File: config.mk
export PLATFORM = sky130hd
export DESIGN_NAME = div32_seq
export DESIGN_NICKNAME = d
export VERILOG_FILES = /design/src/rtl/div32_seq.sv
export SDC_FILE = /design/constraint.sdc
export NUM_CORES = 1
export LEC_CHECK = 0
export BUFFER_PORTS_ARGS = -buffer_cell sky130_fd_sc_hd__buf_4
export CAP_MARGIN = 20
export CORE_MARGIN = 3
export CORE_UTILIZATION = 55
export DETAILED_ROUTE_END_ITERATION = 7
export PLACE_DENSITY_LB_ADDON = 0.3
export SYNTH_ARGS = -nofsm -noshare
export SYNTH_HDL_FRONTEND = slang
export SYNTH_SLANG_ARGS = --single-unit
File: constraint.sdc
create_clock -name iCLOCK -period 6.89 [get_ports iCLOCK]
set_input_delay 1.378 -clock iCLOCK [delete_from_list [all_inputs] [get_ports iCLOCK]]
set_output_delay 1.378 -clock iCLOCK [all_outputs]
set_load 0.01 [all_outputs]
File: src/rtl/div32_seq.sv
// Sequential radix-2 restoring divider, signed or unsigned, one bit per cycle.
// Divide-by-zero and signed MIN/-1 skip the iteration and finish in one cycle.
module div32_seq #(
  parameter int DATA_N = 32
) (
  input  logic              iCLOCK,
  input  logic              iRESET_SYNC,
  input  logic              iREQ_VALID,
  input  logic              iREQ_SIGNED,
  input  logic [DATA_N-1:0] iSOURCE0,
  input  logic [DATA_N-1:0] iSOURCE1,
  output logic              oREQ_BUSY,
  output logic              oOUT_VALID,
  output logic [DATA_N-1:0] oQUOTIENT,
  output logic [DATA_N-1:0] oREMAINDER,
  output logic              oDIV0,
  output logic              oOF,
  output logic              oSF,
  output logic              oZF
);

  typedef enum logic [1:0] {IDLE, CALC, DONE} state_t;
  localparam int CW = (DATA_N > 1) ? $clog2(DATA_N) : 1;
  localparam logic [DATA_N-1:0] MIN_VAL = {1'b1, {(DATA_N-1){1'b0}}};

  state_t            r_state, w_state_next;
  logic [CW-1:0]     r_cnt;
  logic [DATA_N-1:0] r_rem, r_quo, r_div;
  logic              r_q_neg, r_r_neg;
  logic [DATA_N-1:0] r_quotient, r_remainder;
  logic              r_div0, r_of, r_sf, r_zf;

  logic              w_accept, w_div0, w_ovf, w_neg0, w_neg1, w_fit, w_last;
  logic [DATA_N-1:0] w_mag0, w_mag1, w_rem_next, w_quo_next, w_q_final, w_r_final;
  logic [DATA_N:0]   w_rem_sh;
  logic [DATA_N+1:0] w_trial;

  assign w_accept = iREQ_VALID & (r_state == IDLE);
  assign w_div0   = (iSOURCE1 == '0);
  assign w_ovf    = iREQ_SIGNED & (iSOURCE0 == MIN_VAL) & (iSOURCE1 == '1);
  assign w_neg0   = iREQ_SIGNED & iSOURCE0[DATA_N-1];
  assign w_neg1   = iREQ_SIGNED & iSOURCE1[DATA_N-1];
  assign w_mag0   = w_neg0 ? -iSOURCE0 : iSOURCE0;
  assign w_mag1   = w_neg1 ? -iSOURCE1 : iSOURCE1;

  // Extra top bit on the trial keeps the borrow visible for full-range divisors.
  assign w_rem_sh   = {r_rem, r_quo[DATA_N-1]};
  assign w_trial    = {1'b0, w_rem_sh} - {2'b00, r_div};
  assign w_fit      = ~w_trial[DATA_N+1];
  assign w_rem_next = w_fit ? w_trial[DATA_N-1:0] : w_rem_sh[DATA_N-1:0];
  assign w_quo_next = {r_quo[DATA_N-2:0], w_fit};
  assign w_q_final  = r_q_neg ? -w_quo_next : w_quo_next;
  assign w_r_final  = r_r_neg ? -w_rem_next : w_rem_next;
  assign w_last     = (r_cnt == '0);

  always_comb begin
    w_state_next = r_state;
    case (r_state)
      IDLE:    if (w_accept) w_state_next = (w_div0 | w_ovf) ? DONE : CALC;
      CALC:    if (w_last) w_state_next = DONE;
      DONE:    w_state_next = IDLE;
      default: w_state_next = IDLE;
    endcase
  end

  always_ff @(posedge iCLOCK) begin
    if (iRESET_SYNC) r_state <= IDLE;
    else             r_state <= w_state_next;
  end

  always_ff @(posedge iCLOCK) begin
    if (iRESET_SYNC) begin
      r_cnt       <= '0;
      r_rem       <= '0;
      r_quo       <= '0;
      r_div       <= '0;
      r_q_neg     <= 1'b0;
      r_r_neg     <= 1'b0;
      r_quotient  <= '0;
      r_remainder <= '0;
      r_div0      <= 1'b0;
      r_of        <= 1'b0;
      r_sf        <= 1'b0;
      r_zf        <= 1'b0;
    end else if (w_accept) begin
      r_cnt   <= CW'(DATA_N - 1);
      r_rem   <= '0;
      r_quo   <= w_mag0;
      r_div   <= w_mag1;
      r_q_neg <= w_neg0 ^ w_neg1;
      r_r_neg <= w_neg0;
      if (w_div0) begin
        r_quotient  <= '1;
        r_remainder <= iSOURCE0;
        r_div0      <= 1'b1;
        r_of        <= 1'b0;
        r_sf        <= 1'b1;
        r_zf        <= 1'b0;
      end else if (w_ovf) begin
        r_quotient  <= MIN_VAL;
        r_remainder <= '0;
        r_div0      <= 1'b0;
        r_of        <= 1'b1;
        r_sf        <= 1'b1;
        r_zf        <= 1'b0;
      end
    end else if (r_state == CALC) begin
      r_rem <= w_rem_next;
      r_quo <= w_quo_next;
      r_cnt <= r_cnt - CW'(1);
      if (w_last) begin
        r_quotient  <= w_q_final;
        r_remainder <= w_r_final;
        r_div0      <= 1'b0;
        r_of        <= 1'b0;
        r_sf        <= w_q_final[DATA_N-1];
        r_zf        <= (w_q_final == '0);
      end
    end
  end

  assign oREQ_BUSY  = (r_state != IDLE);
  assign oOUT_VALID = (r_state == DONE);
  assign oQUOTIENT  = r_quotient;
  assign oREMAINDER = r_remainder;
  assign oDIV0      = r_div0;
  assign oOF        = r_of;
  assign oSF        = r_sf;
  assign oZF        = r_zf;

endmodule
# Word-level counts from Yosys, hierarchy flattened
# Index checks and enable logic that the tools add are counted.
# classes
eq_ne,7
bitwise_logic,8
n_reduce_logical,10
n_addsub,6
n_mux,39
# ops
cell,n
$mux 32,17
$neg 32->32,4
$eq 32x32->1 const B,2
$logic_not 32->1,2
$sub 33x32->34,1
$mux 1,16
$mux 5,2
$mux 2,3
$reduce_bool 2->1,3
$and 1x1->1,5
$logic_not 5->1,1
$sub 5x1->5 const B,1
$ne 2x2->1 const B,2
$pmux 2 s2,1
$ne 3x1->1 const B,1
$reduce_and 3->1,1
$eq 2x1->1 const B,1
$eq 2x2->1 const B,1
$logic_not 2->1,1
$reduce_and 2->1,1
$reduce_or 2->1,1
$not 1->1,1
$or 1x1->1,1
$xor 1x1->1,1
# word_totals
elab_cells,83
regBits,173

# Longest topological paths before layout
# depth
depth_word,8
mapped_depth,24

# Worst setup path after synthesis
# No wires, ideal clock.
# synth_timing
kind,register -> register
start,register r_rem[0]
end,"register r_remainder[28], in the netlist oREMAINDER[28]"
setup_ns,0.086
synth_period_minus_slack_ns,4.747
required_time_ns,6.804
stages_incl_launch_ff,22
setup_slack_ns,2.143
arrival_ns,4.662
path_cell_list,dfxtp_1 -> ha_1 -> nor2b_1 -> o2111ai_2 -> a2111oi_4 -> o311ai_4 -> nand2_2 -> buf_2 -> buf_6 -> clkbuf_1 -> a21oi_1 -> inv_1 -> ha_1 -> inv_1 -> a2111o_1 -> nor4_1 -> mux2_2 -> o2111a_1 -> o2111ai_1 -> o31ai_1 -> xnor2_1 -> a211oi_1
# synth_between
elab_chain_len,7
# synth_rtl
element,line,text
"start, declared",28,"logic [DATA_N-1:0] r_rem, r_quo, r_div;"
"start signal, assigned",108,r_rem <= w_rem_next;
$sub 33x32->34,48,"assign w_trial = {1'b0, w_rem_sh} - {2'b00, r_div};"
$mux 32 (*),50,assign w_rem_next = w_fit ? w_trial[DATA_N-1:0] : w_rem_sh[DATA_N-1:0];
$neg 32->32,53,assign w_r_final = r_r_neg ? -w_rem_next : w_rem_next;
$mux 32 (*),53,
$mux 32 (*),111,if (w_last) begin
$mux 32 (*),107,end else if (r_state == CALC) begin
$mux 32 (*),85,end else if (w_accept) begin
"end signal, assigned",94,r_remainder <= iSOURCE0;
"end signal, assigned",113,r_remainder <= w_r_final;
"end, declared",30,"logic [DATA_N-1:0] r_quotient, r_remainder;"
# Mark *: on every way between the ends. The rest lies on a longest branch, timed or not. The select of a mux whose other input is x is not followed.
# A chain may end at the register's enable or synchronous reset.

# Final worst setup path
# layout_timing
start,register r_quo[31]
end,"register r_remainder[24], in the netlist oREMAINDER[24]"
# layout_between
elab_chain_len,7
# layout_rtl
element,line,text
"start, declared",28,
"start signal, assigned",88,r_quo <= w_mag0;
"start signal, assigned",109,r_quo <= w_quo_next;
$sub 33x32->34,48,
$mux 32 (*),50,
$neg 32->32,53,
$mux 32 (*),53,
$mux 32 (*),111,
$mux 32 (*),107,
$mux 32 (*),85,
# Marked as above.

==> impl_metrics.py <==
metrics = {
    "status": {
        "outcome": "finished clean",
    },
    "synth": {
        "yosys_warnings": 0,
        "netlist_instances": 1693,
        "synth-edff-count": 0,
        "synth_area_per_cell_um2": 7.47,
        "syn-num-nets": 1801,
        "yosys_most_used_dff": "dfxtp_1",
        "async_flop_share_pct": 0,
        "yosysUniqueCellTypes": 92,
        "ys_seq_elements": 172,
        "syn_area_um2": 12600,
        "synth_seq_area_share_pct": 27.2,
    },
    "global_route": {
        "track_usage_pct": 32.0,
        "grt_max_degree": 81,
        "overflow": 0,
        "grt_pass1_wl_um": 63600,
        "grt_pass1_vias": 11677,
        "antenna_found_initial": 0,
    },
    "clock_tree": {
        "cts-buffers-inserted": 17,
        "cts_tree": "yes",
        "insertion_delay_ps": 440,
        "clockBufferDepth": 2,
        "htreeDepth": 4,
        "cts_root_buf": "clkbuf_16",
        "post_cts_buffers": 0,
        "cts.hold.buffers_added": 0,
        "cts_num_sinks": 172,
        "post_cts_resize_count": 0,
        "path_clk_slew_ps": 70,
    },
    "critical_path": {
        "crit_required_ps": 7190,
        "crit_family": "compound AO/OA/AOI/OAI gates",
        "crit_fanout": 31,
        "crit_path_top_delay_cell": "nand2_2",
        "critPathMaxStageDelay_ps": 610,
        "crit_chain": "inv_1 -> ha_1 -> nor2b_1 -> o2111ai_2 -> a2111oi_4 -> o311ai_4 -> nand2_2 -> mux2i_1 -> ha_1 -> inv_1 -> a2111o_1 -> nor4_1 -> mux2_2 -> o2111a_1 -> o2111ai_1 -> and3_1 -> o21ai_0 -> a21oi_1",
        "timing.setup.critical_path_class": "reg -> reg",
        "crit_path_start_kind": "flip-flop",
        "reg2reg_from": "r_quo[31]$_SDFFE_PP0P_",
        "end_kind": "flip-flop",
        "crit_buf_inv": 2,
        "arrival_ps": 5890,
        "crit_start": "r_quo[31]$_SDFFE_PP0P_",
    },
    "detailed_routing": {
        "via_count": 13257,
        "via_per_inst": 6.52,
        "post_drt_wl_per_cell_um": 20.1,
        "antenna_left": 0,
        "first_pass_iters": 6,
        "routed_wl_um": 40800,
        "drt-initial-drc-count": 1554,
        "drcViolationCount": 0,
    },
    "final_layout": {
        "synthToLayoutAreaGrowth_pct": 11.7,
        "drive_gt1_share_pct": 12.7,
        "num_antenna_cells": 0,
        "final_cell_area_um2": 14100,
        "nets": 1848,
    },
    "timing": {
        "finClkSkew_ps": 14.4,
        "clock.fmax_ghz": 0.179,
        "setup_viol": 0,
        "period_needed_ps": 5590,
        "rsz0062_at_grt": "false",
        "hold_viol_final": 0,
        "drv_slew": 0,
        "layout_worst_path_cycle_share_pct": 81.2,
        "setup_tns_ps": 0,
        "worst_pin_slew_ps": 1010,
        "relSlewSlack_pct": 30.9,
    },
    "worst_hold_path": {
        "hold_start": "r_div[31]$_SDFFE_PP0P_",
        "min_path_type": "reg -> reg",
    },
    "placed_design": {
        "gp_congestion": 0.975,
        "hpwl_um": 30100,
        "place_area_um2": 13600,
        "portBuffers": 137,
    },
    "job": {
        "cap_violations": 0,
    },
    "die": {
        "row_count": 54,
        "dieHeight_um": 158,
        "initial_core_util_pct": 56.9,
        "die_area_um2": 24800,
        "pin_count": 138,
        "core_um2": 22200,
        "die_x_um": 158,
    },
    "power_and_ir_drop": {
        "p_leak_nw": 5.32,
        "power_density_nw_per_um2": 263,
        "worst_ir_drop_vdd_mv": 0.148,
    },
}
-- routing by layer --
metal  up-vias  share of wire (%)  track usage, %
li1       6284                  -               -
met1      6169                 44            47.1
met2       732                 44            48.9
met3        72                9.3            4.87
met4         0                2.0            8.39
met5         -                  0               0
-- sequential cells by signal, indices dropped and copies added, names as in the netlist --
| register | count |
|---|---|
| oQUOTIENT | 32 |
| oREMAINDER | 32 |
| r_div | 32 |
| r_quo | 32 |
| r_rem | 32 |
| r_cnt | 5 |
| r_state | 2 |
| oDIV0 | 1 |
| oOF | 1 |
| oZF | 1 |
| r_q_neg | 1 |
| r_r_neg | 1 |
-- tightest hold or removal path, delay by kind of cell, from the launching register on --
family / cells / cell delay (ps)
flip-flops: 1 / 310
AND/OR/NAND/NOR: 1 / 50
AO/OA/AOI/OAI: 1 / 50
-- cells in the mapped netlist (5+ instances only) --
cell type / number / area share [%]
nor2_1: 224 / 6.7
dfxtp_1: 172 / 27
a21oi_1: 161 / 6.4
nand2_1: 142 / 4.2
a211oi_1: 97 / 5.8
clkbuf_1: 83 / 2.5
o21ai_0: 81 / 3.2
inv_1: 70 / 2.1
xor2_1: 61 / 4.2
xnor2_1: 60 / 4.2
nor3_1: 50 / 2.0
ha_1: 39 / 3.9
a311oi_1: 30 / 2.1
nand4_1: 26 / 1.3
nand3_1: 24 / 0.95
mux2i_1: 23 / 1.8
or3_1: 23 / 1.1
o31ai_1: 22 / 1.3
nor4_1: 20 / 0.99
a22oi_1: 17 / 1.0
a31oi_1: 15 / 0.74
o21a_1: 14 / 0.83
o41ai_1: 12 / 0.83
buf_1: 11 / 0.33
buf_2: 11 / 0.44
nor2b_1: 11 / 0.54
nand2b_1: 10 / 0.49
a221oi_1: 9 / 0.62
and2_1: 9 / 0.45
and3_1: 9 / 0.45
a32oi_1: 8 / 0.55
buf_6: 8 / 0.71
or4_1: 8 / 0.48
a21boi_0: 7 / 0.42
a21o_1: 6 / 0.36
a222oi_1: 6 / 0.48
nand4b_1: 5 / 0.35
o211ai_1: 5 / 0.30
or2_2: 5 / 0.25
-- area by class of cell --
type / instances / area [um2]
clock buffer: 18 / 439
clock inverter: 13 / 108
fill: 1992 / 8110
inverter: 72 / 270
multi-input combinational: 1327 / 8380
sequential: 172 / 3440
tap: 280 / 350
timing repair buffer: 150 / 1130
-- placed cells by master (no fill, tap or decap), types with 49 or more instances in the layout --
cell type / Yosys / routed
nor2_1: 224 / 224
dfxtp_1: 172 / 172
a21oi_1: 161 / 160
buf_4: 3 / 150
nand2_1: 142 / 142
a211oi_1: 97 / 97
o21ai_0: 81 / 81
inv_1: 70 / 70
xor2_1: 61 / 61
xnor2_1: 60 / 60
nor3_1: 50 / 49
-- logic make-up (layout without fill, tap and decap cells) --
logic type               count (synthesis)  count (layout)  synth area share [%]
buffers and inverters                  194             253                  6.70
AO/OA/AOI/OAI                          542             542                  29.2
XOR/XNOR                               121             121                  8.38
multiplexers                            27              27                  2.18
adder cells (fa/ha/maj)                 40              40                  4.02
AND/OR/NAND/NOR                        597             597                  22.3
flip-flops                             172             172                  27.2
-- power by group --
part,total [W],switching (W),internal [W]
Sequential,0.00118,0.000102,0.00108
Clock,0.000920,0.000444,0.000476
Combinational,0.00161,0.00104,0.000576
-- path summary, 6_finish.rpt --
path	end	slack (ps)	cells past startpoint
setup / recovery	oREMAINDER[24]$_SDFFE_PP0P_	1300	18
hold / removal	r_div[31]$_SDFFE_PP0P_	460	2
setup reg to reg	oREMAINDER[24]$_SDFFE_PP0P_	1300	18
hold reg to reg	r_div[31]$_SDFFE_PP0P_	460	2
-- through the flow --
step	total power [W]	utilization [%]	instances	hold WS, ps	setup WS (ps)
finish	0.00371	63.5	2032	456	1300
global route	0.00391	63.5	2032	488	971
floorplan	0.00235	-	1693	432	2140
global placement	0.00274	61.0	2001	443	1600
detailed placement	0.00276	61.0	2001	451	1520
CTS	0.00368	63.5	2032	460	1440
No activity file was read; power rests on OpenSTA's default activity.
